**config.mk**
```make
export PLATFORM = sky130hd
export DESIGN_NAME = dll_lock_ctrl_flat
export DESIGN_NICKNAME = d
export VERILOG_FILES = /design/src/rtl/dll_pkg.sv /design/src/rtl/dll_lock_ctrl_if.sv /design/src/rtl/dll_sync2.sv /design/src/rtl/dll_lock_ctrl.sv /design/src/flat_wrapper.sv
export SDC_FILE = /design/constraint.sdc
export NUM_CORES = 1
export LEC_CHECK = 0
export ABC_AREA = 1
export CAP_MARGIN = 10
export CORE_MARGIN = 2
export CORE_UTILIZATION = 45
export DETAILED_ROUTE_END_ITERATION = 12
export GPL_TIMING_DRIVEN = 0
export PLACE_DENSITY = 0.63
export SLEW_MARGIN = 20
export SYNTH_ARGS = -nofsm -noshare
export SYNTH_HDL_FRONTEND = slang
export SYNTH_HIERARCHICAL = 1
export SYNTH_SLANG_ARGS = --single-unit
```
**constraint.sdc**
```tcl
create_clock -name i_clk -period 3.3 [get_ports i_clk]
set_input_delay 0.495 -clock i_clk [delete_from_list [all_inputs] [get_ports i_clk]]
set_output_delay 0.495 -clock i_clk [all_outputs]
set_load 0.005 [all_outputs]
```
**src/rtl/dll_pkg.sv**
```systemverilog
// dll_pkg: shared state type and arithmetic helpers
// for the DLL lock controller and its slave scaling.
package dll_pkg;

    typedef enum logic [1:0] {
        S_IDLE,
        S_SETTLE,
        S_SAMPLE,
        S_TRACK
    } dll_state_e;

    function automatic logic [31:0] dll_sat_max(input int tap_w);
        return (32'd1 << tap_w) - 32'd1;
    endfunction

    // Slave tap = master * code / 2^ph_w, product kept to tap_w+ph_w bits.
    function automatic logic [31:0] dll_scale(
        input logic [31:0] sel,
        input logic [31:0] code,
        input int          tap_w,
        input int          ph_w
    );
        logic [31:0] prod;
        prod = (sel * code) & ((32'd1 << (tap_w + ph_w)) - 32'd1);
        return prod >> ph_w;
    endfunction

endpackage

```
**src/rtl/dll_lock_ctrl_if.sv**
```systemverilog
// dll_lock_ctrl_if: tap-select bus between the lock controller
// and the master/slave delay lines.
interface dll_lock_ctrl_if #(
    parameter int TAP_W = 7,
    parameter int N_CH  = 2,
    parameter int PH_W  = 4
);
    logic [N_CH*PH_W-1:0]  i_ph_code;
    logic [TAP_W-1:0]      o_master_sel;
    logic [N_CH*TAP_W-1:0] o_slave_sel;

    modport master (
        input  i_ph_code,
        output o_master_sel,
        output o_slave_sel
    );

    modport slave (
        output i_ph_code,
        input  o_master_sel,
        input  o_slave_sel
    );
endinterface

```
**src/rtl/dll_sync2.sv**
```systemverilog
// dll_sync2: generic two-flop synchroniser for asynchronous
// level inputs, shared across the PHY blocks.
module dll_sync2 #(
    parameter int W = 1
) (
    input  logic         i_clk,
    input  logic         i_rst_n,
    input  logic [W-1:0] i_d,
    output logic [W-1:0] o_q
);
    logic [W-1:0] r_meta;
    logic [W-1:0] r_sync;

    always_ff @(posedge i_clk or negedge i_rst_n) begin
        if (!i_rst_n) begin
            r_meta <= '0;
            r_sync <= '0;
        end else begin
            r_meta <= i_d;
            r_sync <= r_meta;
        end
    end

    assign o_q = r_sync;
endmodule

```
**src/rtl/dll_lock_ctrl.sv**
```systemverilog
// dll_lock_ctrl: binary-search DLL lock, hysteretic drift tracking
// and per-channel fractional slave tap generation.
module dll_lock_ctrl
    import dll_pkg::*;
#(
    parameter int TAP_W      = 7,
    parameter int N_CH       = 2,
    parameter int PH_W       = 4,
    parameter int SETTLE_CYC = 4,
    parameter int TRACK_INT  = 16,
    parameter int TRACK_HYST = 2
) (
    input  logic            i_clk,
    input  logic            i_rst_n,
    input  logic            i_enable,
    input  logic            i_relock,
    input  logic            i_pd_late,
    dll_lock_ctrl_if.master bus,
    output logic            o_locked,
    output logic            o_busy,
    output logic            o_lock_err
);
    localparam int PTR_W = (TAP_W > 1) ? $clog2(TAP_W) : 1;
    localparam int CNT_W = $clog2(TRACK_INT + 1);
    localparam int RUN_W = $clog2(TRACK_HYST + 1);

    localparam logic [TAP_W-1:0] MID       = TAP_W'(1) << (TAP_W - 1);
    localparam logic [TAP_W-1:0] SAT_MAX   = TAP_W'(dll_sat_max(TAP_W));
    localparam logic [PTR_W-1:0] PTR_TOP   = PTR_W'(TAP_W - 1);
    localparam logic [CNT_W-1:0] SETTLE_LD = CNT_W'(SETTLE_CYC - 1);
    localparam logic [CNT_W-1:0] TRACK_LD  = CNT_W'(TRACK_INT - 1);
    localparam logic [RUN_W-1:0] HYST      = RUN_W'(TRACK_HYST);

    dll_state_e            r_state, w_state_nxt;
    logic [TAP_W-1:0]      r_master, w_master_nxt;
    logic [PTR_W-1:0]      r_ptr, w_ptr_nxt;
    logic [CNT_W-1:0]      r_cnt, w_cnt_nxt;
    logic [RUN_W-1:0]      r_run, w_run_nxt;
    logic                  r_dir, w_dir_nxt;
    logic                  r_locked, w_locked_nxt;
    logic                  r_busy, w_busy_nxt;
    logic                  r_err, w_err_nxt;
    logic [N_CH*TAP_W-1:0] r_slave;
    logic                  w_pd_late;
    logic                  w_start;
    logic [RUN_W-1:0]      w_run_inc;

    dll_sync2 #(.W(1)) u_pd_sync (
        .i_clk   (i_clk),
        .i_rst_n (i_rst_n),
        .i_d     (i_pd_late),
        .o_q     (w_pd_late)
    );

    always_ff @(posedge i_clk or negedge i_rst_n) begin
        if (!i_rst_n) r_state <= S_IDLE;
        else          r_state <= w_state_nxt;
    end

    always_comb begin
        w_state_nxt  = r_state;
        w_master_nxt = r_master;
        w_ptr_nxt    = r_ptr;
        w_cnt_nxt    = r_cnt;
        w_run_nxt    = r_run;
        w_dir_nxt    = r_dir;
        w_locked_nxt = r_locked;
        w_busy_nxt   = r_busy;
        w_err_nxt    = r_err;
        w_start      = 1'b0;
        w_run_inc    = (w_pd_late == r_dir) ? r_run + 1'b1 : RUN_W'(1);

        if (!i_enable) begin
            w_state_nxt  = S_IDLE;
            w_locked_nxt = 1'b0;
            w_busy_nxt   = 1'b0;
        end else begin
            unique case (r_state)
                S_IDLE: w_start = 1'b1;
                S_SETTLE: begin
                    if (r_cnt == '0) w_state_nxt = S_SAMPLE;
                    else             w_cnt_nxt   = r_cnt - 1'b1;
                end
                S_SAMPLE: begin
                    if (w_pd_late) w_master_nxt[r_ptr] = 1'b0;
                    if (r_ptr != '0) begin
                        w_master_nxt[r_ptr - 1'b1] = 1'b1;
                        w_ptr_nxt   = r_ptr - 1'b1;
                        w_cnt_nxt   = SETTLE_LD;
                        w_state_nxt = S_SETTLE;
                    end else begin
                        w_cnt_nxt   = TRACK_LD;
                        w_run_nxt   = '0;
                        w_dir_nxt   = 1'b0;
                        w_state_nxt = S_TRACK;
                    end
                end
                S_TRACK: begin
                    if (i_relock) begin
                        w_start = 1'b1;
                    end else begin
                        // Lock is announced on the first tracking cycle.
                        if (r_busy) begin
                            w_busy_nxt   = 1'b0;
                            w_locked_nxt = 1'b1;
                        end
                        if (r_cnt != '0) begin
                            w_cnt_nxt = r_cnt - 1'b1;
                        end else begin
                            w_cnt_nxt = TRACK_LD;
                            w_dir_nxt = w_pd_late;
                            w_run_nxt = w_run_inc;
                            if (w_run_inc == HYST) begin
                                w_run_nxt = '0;
                                if (w_pd_late ? (r_master == '0)
                                              : (r_master == SAT_MAX)) begin
                                    w_err_nxt    = 1'b1;
                                    w_locked_nxt = 1'b0;
                                end else if (w_pd_late) begin
                                    w_master_nxt = r_master - 1'b1;
                                end else begin
                                    w_master_nxt = r_master + 1'b1;
                                end
                            end
                        end
                    end
                end
            endcase
        end

        if (w_start) begin
            w_master_nxt = MID;
            w_ptr_nxt    = PTR_TOP;
            w_cnt_nxt    = SETTLE_LD;
            w_run_nxt    = '0;
            w_dir_nxt    = 1'b0;
            w_busy_nxt   = 1'b1;
            w_locked_nxt = 1'b0;
            w_err_nxt    = 1'b0;
            w_state_nxt  = S_SETTLE;
        end
    end

    always_ff @(posedge i_clk or negedge i_rst_n) begin
        if (!i_rst_n) begin
            r_master <= '0;
            r_ptr    <= '0;
            r_cnt    <= '0;
            r_run    <= '0;
            r_dir    <= 1'b0;
            r_locked <= 1'b0;
            r_busy   <= 1'b0;
            r_err    <= 1'b0;
        end else begin
            r_master <= w_master_nxt;
            r_ptr    <= w_ptr_nxt;
            r_cnt    <= w_cnt_nxt;
            r_run    <= w_run_nxt;
            r_dir    <= w_dir_nxt;
            r_locked <= w_locked_nxt;
            r_busy   <= w_busy_nxt;
            r_err    <= w_err_nxt;
        end
    end

    always_ff @(posedge i_clk or negedge i_rst_n) begin
        if (!i_rst_n) begin
            r_slave <= '0;
        end else begin
            for (int k = 0; k < N_CH; k++) begin
                r_slave[k*TAP_W +: TAP_W] <= TAP_W'(dll_scale(
                    32'(r_master),
                    32'(bus.i_ph_code[k*PH_W +: PH_W]),
                    TAP_W, PH_W));
            end
        end
    end

    assign bus.o_master_sel = r_master;
    assign bus.o_slave_sel  = r_slave;
    assign o_locked         = r_locked;
    assign o_busy           = r_busy;
    assign o_lock_err       = r_err;
endmodule

```
**src/flat_wrapper.sv**
```systemverilog
// flat-port wrapper written by rule: the top's interface ports become plain ports
module dll_lock_ctrl_flat import dll_pkg::*;
#(
    parameter int TAP_W      = 7,
    parameter int N_CH       = 2,
    parameter int PH_W       = 4,
    parameter int SETTLE_CYC = 4,
    parameter int TRACK_INT  = 16,
    parameter int TRACK_HYST = 2
)
  (i_clk, i_rst_n, i_enable, i_relock, i_pd_late, o_locked, o_busy, o_lock_err, bus_i_ph_code, bus_o_master_sel, bus_o_slave_sel);
  dll_lock_ctrl_if #(.TAP_W(TAP_W), .N_CH(N_CH), .PH_W(PH_W)) bus_i ();
  input  logic i_clk;
  input  logic i_rst_n;
  input  logic i_enable;
  input  logic i_relock;
  input  logic i_pd_late;
  output logic o_locked;
  output logic o_busy;
  output logic o_lock_err;
  input wire logic [$bits(bus_i.i_ph_code)-1:0] bus_i_ph_code;
  output wire logic [$bits(bus_i.o_master_sel)-1:0] bus_o_master_sel;
  output wire logic [$bits(bus_i.o_slave_sel)-1:0] bus_o_slave_sel;
  assign bus_i.i_ph_code = bus_i_ph_code;
  assign bus_o_master_sel = bus_i.o_master_sel;
  assign bus_o_slave_sel = bus_i.o_slave_sel;
  dll_lock_ctrl #(.TAP_W(TAP_W), .N_CH(N_CH), .PH_W(PH_W), .SETTLE_CYC(SETTLE_CYC), .TRACK_INT(TRACK_INT), .TRACK_HYST(TRACK_HYST)) u_core (.i_clk(i_clk), .i_rst_n(i_rst_n), .i_enable(i_enable), .i_relock(i_relock), .i_pd_late(i_pd_late), .bus(bus_i), .o_locked(o_locked), .o_busy(o_busy), .o_lock_err(o_lock_err));
endmodule
```
==> results.sh, run 1 <==
export IMPL_drv_slew=0
export IMPL_numCtsBuffers=5
export IMPL_m1WireLength_um=3870
export IMPL_ctsRootBufferMaster="clkbuf_8"
export IMPL_drc=0
export IMPL_grt_ovfl_total=0
export IMPL_wl_per_cell_um=11.8
export IMPL_vias_per_cell=4.95
export IMPL_crit_path_end_kind="flop"
export IMPL_rsz0062_at_grt="false"
export IMPL_antenna_found_initial=0
export IMPL_ys_seq_area_share_pct=25.4
export IMPL_top_layer_used="met4"
export IMPL_final_cells=713
export IMPL_maxCapViolations=0
export IMPL_worst_path_max_fanout=7
export IMPL_post_route_util_pct=54.5
export IMPL_hp_class="input pin to async pin"
export IMPL_path_clk_slew_ps=80
export IMPL_io_buffers=36
export IMPL_setup_viol=0
export IMPL_clock_sinks=39
export IMPL_synth_distinct_cells=28
export IMPL_grt_pass1_vias=3396
export IMPL_hpwl_um=6690
export IMPL_syn_cell_area_um2=3840
export IMPL_start_kind="input pin"
export IMPL_vdd_drop_max_uv=374
export IMPL_die_w_um=96.3
export IMPL_cp_slowest_cell="clkdlybuf4s50_1"
export IMPL_initial_core_util_pct=46.5
export IMPL_critPathMostFrequentCell="nand2_1"
export IMPL_cp_data_required_time_ps=3480
export IMPL_finalWirelength_um=8430
export IMPL_final_nets=677
export IMPL_vias=3532
export IMPL_antenna_cells=0
export IMPL_grt_pass1_wl_um=14800
export IMPL_min_period_over_period_pct=93.9
export IMPL_syn_nets=633
export IMPL_gr_usage_all_layers_pct=20.2
export IMPL_outcome="finished clean"
export IMPL_slowest_delay_ps=620
export IMPL_worstPathArrival_ps=3280
export IMPL_drt_initial_drc_count=110
export IMPL_core_area_um2=8260
export IMPL_rr_worst_depth=13
export IMPL_worst_slew_pin_slew_ps=563
export IMPL_die_area_um2=9280
export IMPL_drive_gt1_share_pct=5.26
export IMPL_place_inst=705
export IMPL_clk_latency_ps=290
export IMPL_cp_depth=13
export IMPL_row_count=33
export IMPL_synth_seq_cells=39
export IMPL_ant_nets=0
export IMPL_path_cells="clkdlybuf4s50_1, nand2_1, fa_1, inv_1, fa_1, ha_1, nand4_1, o21bai_2, nand2_1, nand2_1, nand2_1, nand3_1, nand2_1"
export IMPL_cpLargestDelayFamily="adder cells"
export IMPL_path_buf_inv=2
export IMPL_clockBufferDepth=2
export IMPL_p_leak_uw=0.00271
export IMPL_yosysWarnings=6
export IMPL_cts_tree="built"
export IMPL_worstSetupPathType="input pin to flop"
export IMPL_route_met2_wl_um=4100
export IMPL_area_growth_pct=17.2
export IMPL_slew_headroom_pct=62.5
export IMPL_grt_max_degree=23
export IMPL_ios=37
export IMPL_period_needed_ps=3100
export IMPL_skew_ps=8.42
export IMPL_htreeDepth=2
export IMPL_drtPass1Iterations=5
export IMPL_power_density_nw_per_um2=777
export IMPL_gp_congestion=0.892
export IMPL_finalHoldViolCount=0
export IMPL_route_met3_wl_um=308
export IMPL_syn_avg_cell_area_um2=6.82
export IMPL_timing_fmax_mhz=323
export IMPL_fp_dieH_um=96.3
export IMPL_cts_hold_buf=0
export IMPL_synthCells=563
report_power, final:
part           switching (uW)  internal [uW]  leakage [uW]
combinational            1380            923       0.00215
sequential                119            656      0.000499
clock                     172            245     0.0000612
total                    1670           1820       0.00271
sequential cells by signal, summed over array words and instances, names as in the netlist:
signal                   cells
u_core/r_ptr                 3
u_core/o_locked              1
u_core/o_lock_err            1
u_core/u_pd_sync/r_meta      1
u_core/r_run                 2
u_core/o_busy                1
u_core/r_dir                 1
u_core/r_state               2
u_core/r_cnt                 5
u_core/bus.o_slave_sel      14
u_core/bus.o_master_sel      7
u_core/u_pd_sync/o_q         1
synthesized netlist by cell type:
cell	count	area [um^2]
a21oi_1	21	105
a22oi_1	2	15.0
a31oi_1	1	6.26
and2_1	1	6.26
buf_2	3	15.0
buf_6	1	11.3
clkbuf_1	6	22.5
clkinv_1	1	3.75
dfrtp_1	39	976
fa_1	19	380
ha_1	38	475
inv_1	114	428
inv_2	2	7.51
nand2_1	192	721
nand2_2	4	25.0
nand3_1	33	165
nand3b_1	4	30.0
nand4_1	6	37.5
nor2_1	27	101
nor3_1	5	25.0
o211ai_1	1	7.51
o21ai_0	24	120
o21ai_1	1	5.00
o21ai_2	3	26.3
o21bai_1	6	45.0
or2_2	1	6.26
xnor2_1	2	17.5
xor2_1	6	52.6
path summary, 6_finish.rpt:
path	startpoint	to	slack [ps]
worst max-delay path	bus_i_ph_code[1]	u_core/bus.o_slave_sel[6]$_DFF_PN0_	200
worst min-delay path	i_rst_n	u_core/r_state[0]$_DFFE_PN0P_	130
worst max register to register	u_core/bus.o_master_sel[0]$_DFFE_PN0P_	u_core/bus.o_slave_sel[6]$_DFF_PN0_	230
worst min register to register	u_core/u_pd_sync/r_meta$_DFF_PN0_	u_core/u_pd_sync/o_q$_DFF_PN0_	350
max in group asynchronous	i_rst_n	u_core/bus.o_slave_sel[10]$_DFF_PN0_	2700
min in group i_clk	u_core/u_pd_sync/r_meta$_DFF_PN0_	u_core/u_pd_sync/o_q$_DFF_PN0_	350
layout by cell type, fill, tap and decap left out:
cell type,n
a31oi_1,1
xnor2_1,2
buf_16,1
buf_2,6
inv_2,2
dlymetal6s2s_1,4
o211ai_1,1
clkbuf_2,2
clkinv_2,1
or2_2,1
o21ai_0,24
buf_6,1
clkdlybuf4s50_1,31
and2_1,1
a21oi_2,2
clkbuf_1,2
nand2_2,4
dfrtp_1,39
o21bai_2,2
o21bai_1,4
a22oi_1,2
fa_1,19
clkinv_1,1
bufinv_16,1
nand3_1,33
xor2_1,6
nand3b_1,4
a21oi_1,19
o21ai_1,1
nor2_1,27
inv_1,114
nand4_1,6
ha_1,38
nand2_1,192
clkbuf_8,6
nor3_1,5
o21ai_2,3
routing by layer:
layer | up-vias | GRT usage [%]
met5 | - | 0
met4 | 0 | 6.34
met2 | 75 | 35.2
met1 | 1628 | 26.0
met3 | 12 | 2.58
li1 | 1817 | -
kinds of logic (layout without fill, tap and decap cells):
family                     after synthesis  in the layout  synth area share, %
and+or+nand+nor                        273            273                 29.1
buffers and inverters                  127            172                 12.7
AOI/OAI and AO/OA                       59             59                 8.61
adders and majority gates               57             57                 22.3
DFF                                     39             39                 25.4
xor gates and xnor gates                 8              8                 1.83
final cells by class:
cell class	count	area (um^2)
fill	846	3760
multi-input combinational	397	2390
sequential	39	976
inverter	117	439
timing repair buffer	37	393
tap	105	131
clock buffer	6	82.6
buffer	10	53.8
clock inverter	2	35.0
through the flow:
step                      hold WS [ps]  worst slack [ps]  instance area [um^2]  power [uW]  setup TNS (ps)
after floorplan                    199               400                  3840        2390               0
after global placement             333              -210                  4330        3030           -1680
after detailed placement           335              -302                  4350        3080           -2330
after CTS                          144              15.3                  4470        3520               0
after global routing               160              11.7                  4500        3940               0
final                              132               200                  4500        3490               0
repair_timing:
item | 4_1_cts | 5_1_grt
endpoints found under the setup margin | 2 | 9
endpoints found under the hold margin | 0 | 0
buffers inserted | 0 | 0
resized for setup | 4 | 10
pin swaps | 0 | 0
Power figures use the tool's default switching activity.
==> run 2, diff against run 1 <==
Settings changed: PLACE_DENSITY 0.63 to not set, PLACE_DENSITY_LB_ADDON set to 0.1, SKIP_CTS_REPAIR_TIMING set to 1.
==> run 2 against run 1 <==
Combinational power about the same. Design area increased by 0.33%. Setup slack got worse by 9.9 ps. Flip-flop and latch count unchanged. Highest routed layer unchanged. First-iteration DRC count increased by 44%. Hold slack improved by 18 ps. Critical endpoint is now u_core/bus.o_slave_sel[12]$_DFF_PN0_. Register-to-register slack about the same. Sequential power about the same. Critical path type unchanged. Wire length increased by 1.3%. Via count decreased by 1.5%.
==> results.sh, run 2 (same netlist as run 1, synthesis figures left out) <==
export IMPL_outcome="finished clean"
export IMPL_wl_per_cell_um=12.0
export IMPL_vias_per_cell=4.88
export IMPL_initial_core_util_pct=46.5
export IMPL_clk_latency_ps=300
export IMPL_clock_sinks=39
export IMPL_setup_viol=0
export IMPL_power_density_nw_per_um2=791
export IMPL_io_buffers=36
export IMPL_numCtsBuffers=5
export IMPL_maxCapViolations=0
export IMPL_skew_ps=11.3
export IMPL_grt_busiest_layer="met2"
export IMPL_vdd_drop_max_uv=308
export IMPL_final_nets=677
export IMPL_htreeDepth=2
export IMPL_timing_fmax_mhz=322
export IMPL_clockBufferDepth=2
export IMPL_cp_data_required_time_ps=3490
export IMPL_area_growth_pct=17.6
export IMPL_grt_ovfl_total=0
export IMPL_drv_slew=0
export IMPL_antenna_found_initial=0
export IMPL_ios=37
export IMPL_core_area_um2=8260
export IMPL_antenna_cells=0
export IMPL_num_fill_cells=839
export IMPL_vias=3478
export IMPL_finalHoldViolCount=0
export IMPL_fp_dieH_um=96.3
export IMPL_path_clk_slew_ps=90
export IMPL_slew_headroom_pct=61.7
export IMPL_grt_use_met2_pct=37.0
export IMPL_grt_pass1_wl_um=14900
export IMPL_row_count=33
export IMPL_ant_nets=0
export IMPL_p_leak_uw=0.00271
export IMPL_grt_pass1_vias=3380
export IMPL_gr_usage_all_layers_pct=20.5
export IMPL_grt_util_met1_pct=25.4
export IMPL_final_common_cell="nand2_1"
export IMPL_layout_common_cells="192 x nand2_1, 114 x inv_1, 38 x ha_1, 38 x dfrtp_1, 33 x nand3_1"
export IMPL_total_power_uw=3570
export IMPL_finalWirelength_um=8540
export IMPL_ctsRootBufferMaster="clkbuf_8"
export IMPL_die_area_um2=9280
export IMPL_drtPass1Iterations=4
export IMPL_cts_tree="built"
export IMPL_period_needed_ps=3110
export IMPL_grt_max_degree=22
export IMPL_die_w_um=96.3
export IMPL_start_kind="input pin"
export IMPL_hp_class="input pin to async pin"
export IMPL_worstPathArrival_ps=3300
export IMPL_hpwl_um=6750
export IMPL_largest_reg_flops=14
export IMPL_fin_hold_ws_ps=149
export IMPL_min_period_over_period_pct=94.2
export IMPL_gp_congestion=0.892
export IMPL_crit_path_end_kind="flop"
export IMPL_worstSetupPathType="input pin to flop"
export IMPL_drc=0
export IMPL_worst_slew_pin_slew_ps=575
export IMPL_grtUsageMet3_pct=2.58
export IMPL_drive_gt1_share_pct=5.10
export IMPL_worst_path_max_fanout=6
export IMPL_drt_initial_drc_count=158
==> run 2: final cells by class <==
| cell class | count | area (um^2) | area share, % |
|---|---|---|---|
| Buffer | 10 | 56.3 | 1.25 |
| Clock buffer | 6 | 72.6 | 1.61 |
| Clock inverter | 2 | 60.1 | 1.33 |
| Inverter | 117 | 439 | 9.73 |
| Multi-Input combinational cell | 397 | 2380 | 52.8 |
| Sequential cell | 39 | 977 | 21.6 |
| Tap cell | 105 | 131 | 2.91 |
| Timing Repair Buffer | 37 | 393 | 8.70 |
==> run 2: path summary, 6_finish.rpt <==
path                                                        start                                endpoint  slack (ps)  cells past startpoint
hold reg to reg                 u_core/u_pd_sync/r_meta$_DFF_PN0_          u_core/u_pd_sync/o_q$_DFF_PN0_         410                      0
max in group asynchronous                                 i_rst_n  u_core/bus.o_master_sel[0]$_DFFE_PN0P_        2650                      2
setup / recovery                                 bus_i_ph_code[5]    u_core/bus.o_slave_sel[12]$_DFF_PN0_         190                     13
hold / removal                                            i_rst_n           u_core/r_state[0]$_DFFE_PN0P_         150                      1
min in group i_clk              u_core/u_pd_sync/r_meta$_DFF_PN0_          u_core/u_pd_sync/o_q$_DFF_PN0_         410                      0
setup reg to reg           u_core/bus.o_master_sel[3]$_DFFE_PN0P_    u_core/bus.o_slave_sel[12]$_DFF_PN0_         230                     14
==> run 2: critical path, cell delays in order <==
cell and delay, ps:
clkdlybuf4s50_1 600, nand2_1 120, fa_1 470, fa_1 560
inv_1 40, ha_1 260, nand4_1 90, o21bai_1 250
nand2_1 80, nand2_1 120, nand2_1 90, nand3_1 80
nand2_1 50
==> run 2: power by group <==
| group | internal, uW | leakage (uW) | switching [uW] |
|---|---|---|---|
| clock | 302 | 0.0000654 | 181 |
| sequential | 657 | 0.000497 | 119 |
| combinational | 925 | 0.00214 | 1390 |
| total | 1880 | 0.00271 | 1690 |
==> run 2: stage by stage <==
stage	cells	setup TNS [ps]	instance area [um^2]	util, %	setup WS [ps]
finish	713	0	4510	54.7	190
global route	713	-9.85	4510	54.7	-9.85
CTS	713	0	4480	54.3	3.12
detailed placement	705	-1970	4350	52.7	-216
global placement	704	-1450	4330	52.4	-186
floorplan	563	0	3840	-	400
==> run 2: per-layer routing <==
| metal | wire, um | part of all wire [%] |
|---|---|---|
| met1 | 3930 | 46 |
| met2 | 4210 | 49 |
| met3 | 291 | 3.4 |
| met4 | 104 | 1.2 |
| met5 | 0 | 0 |
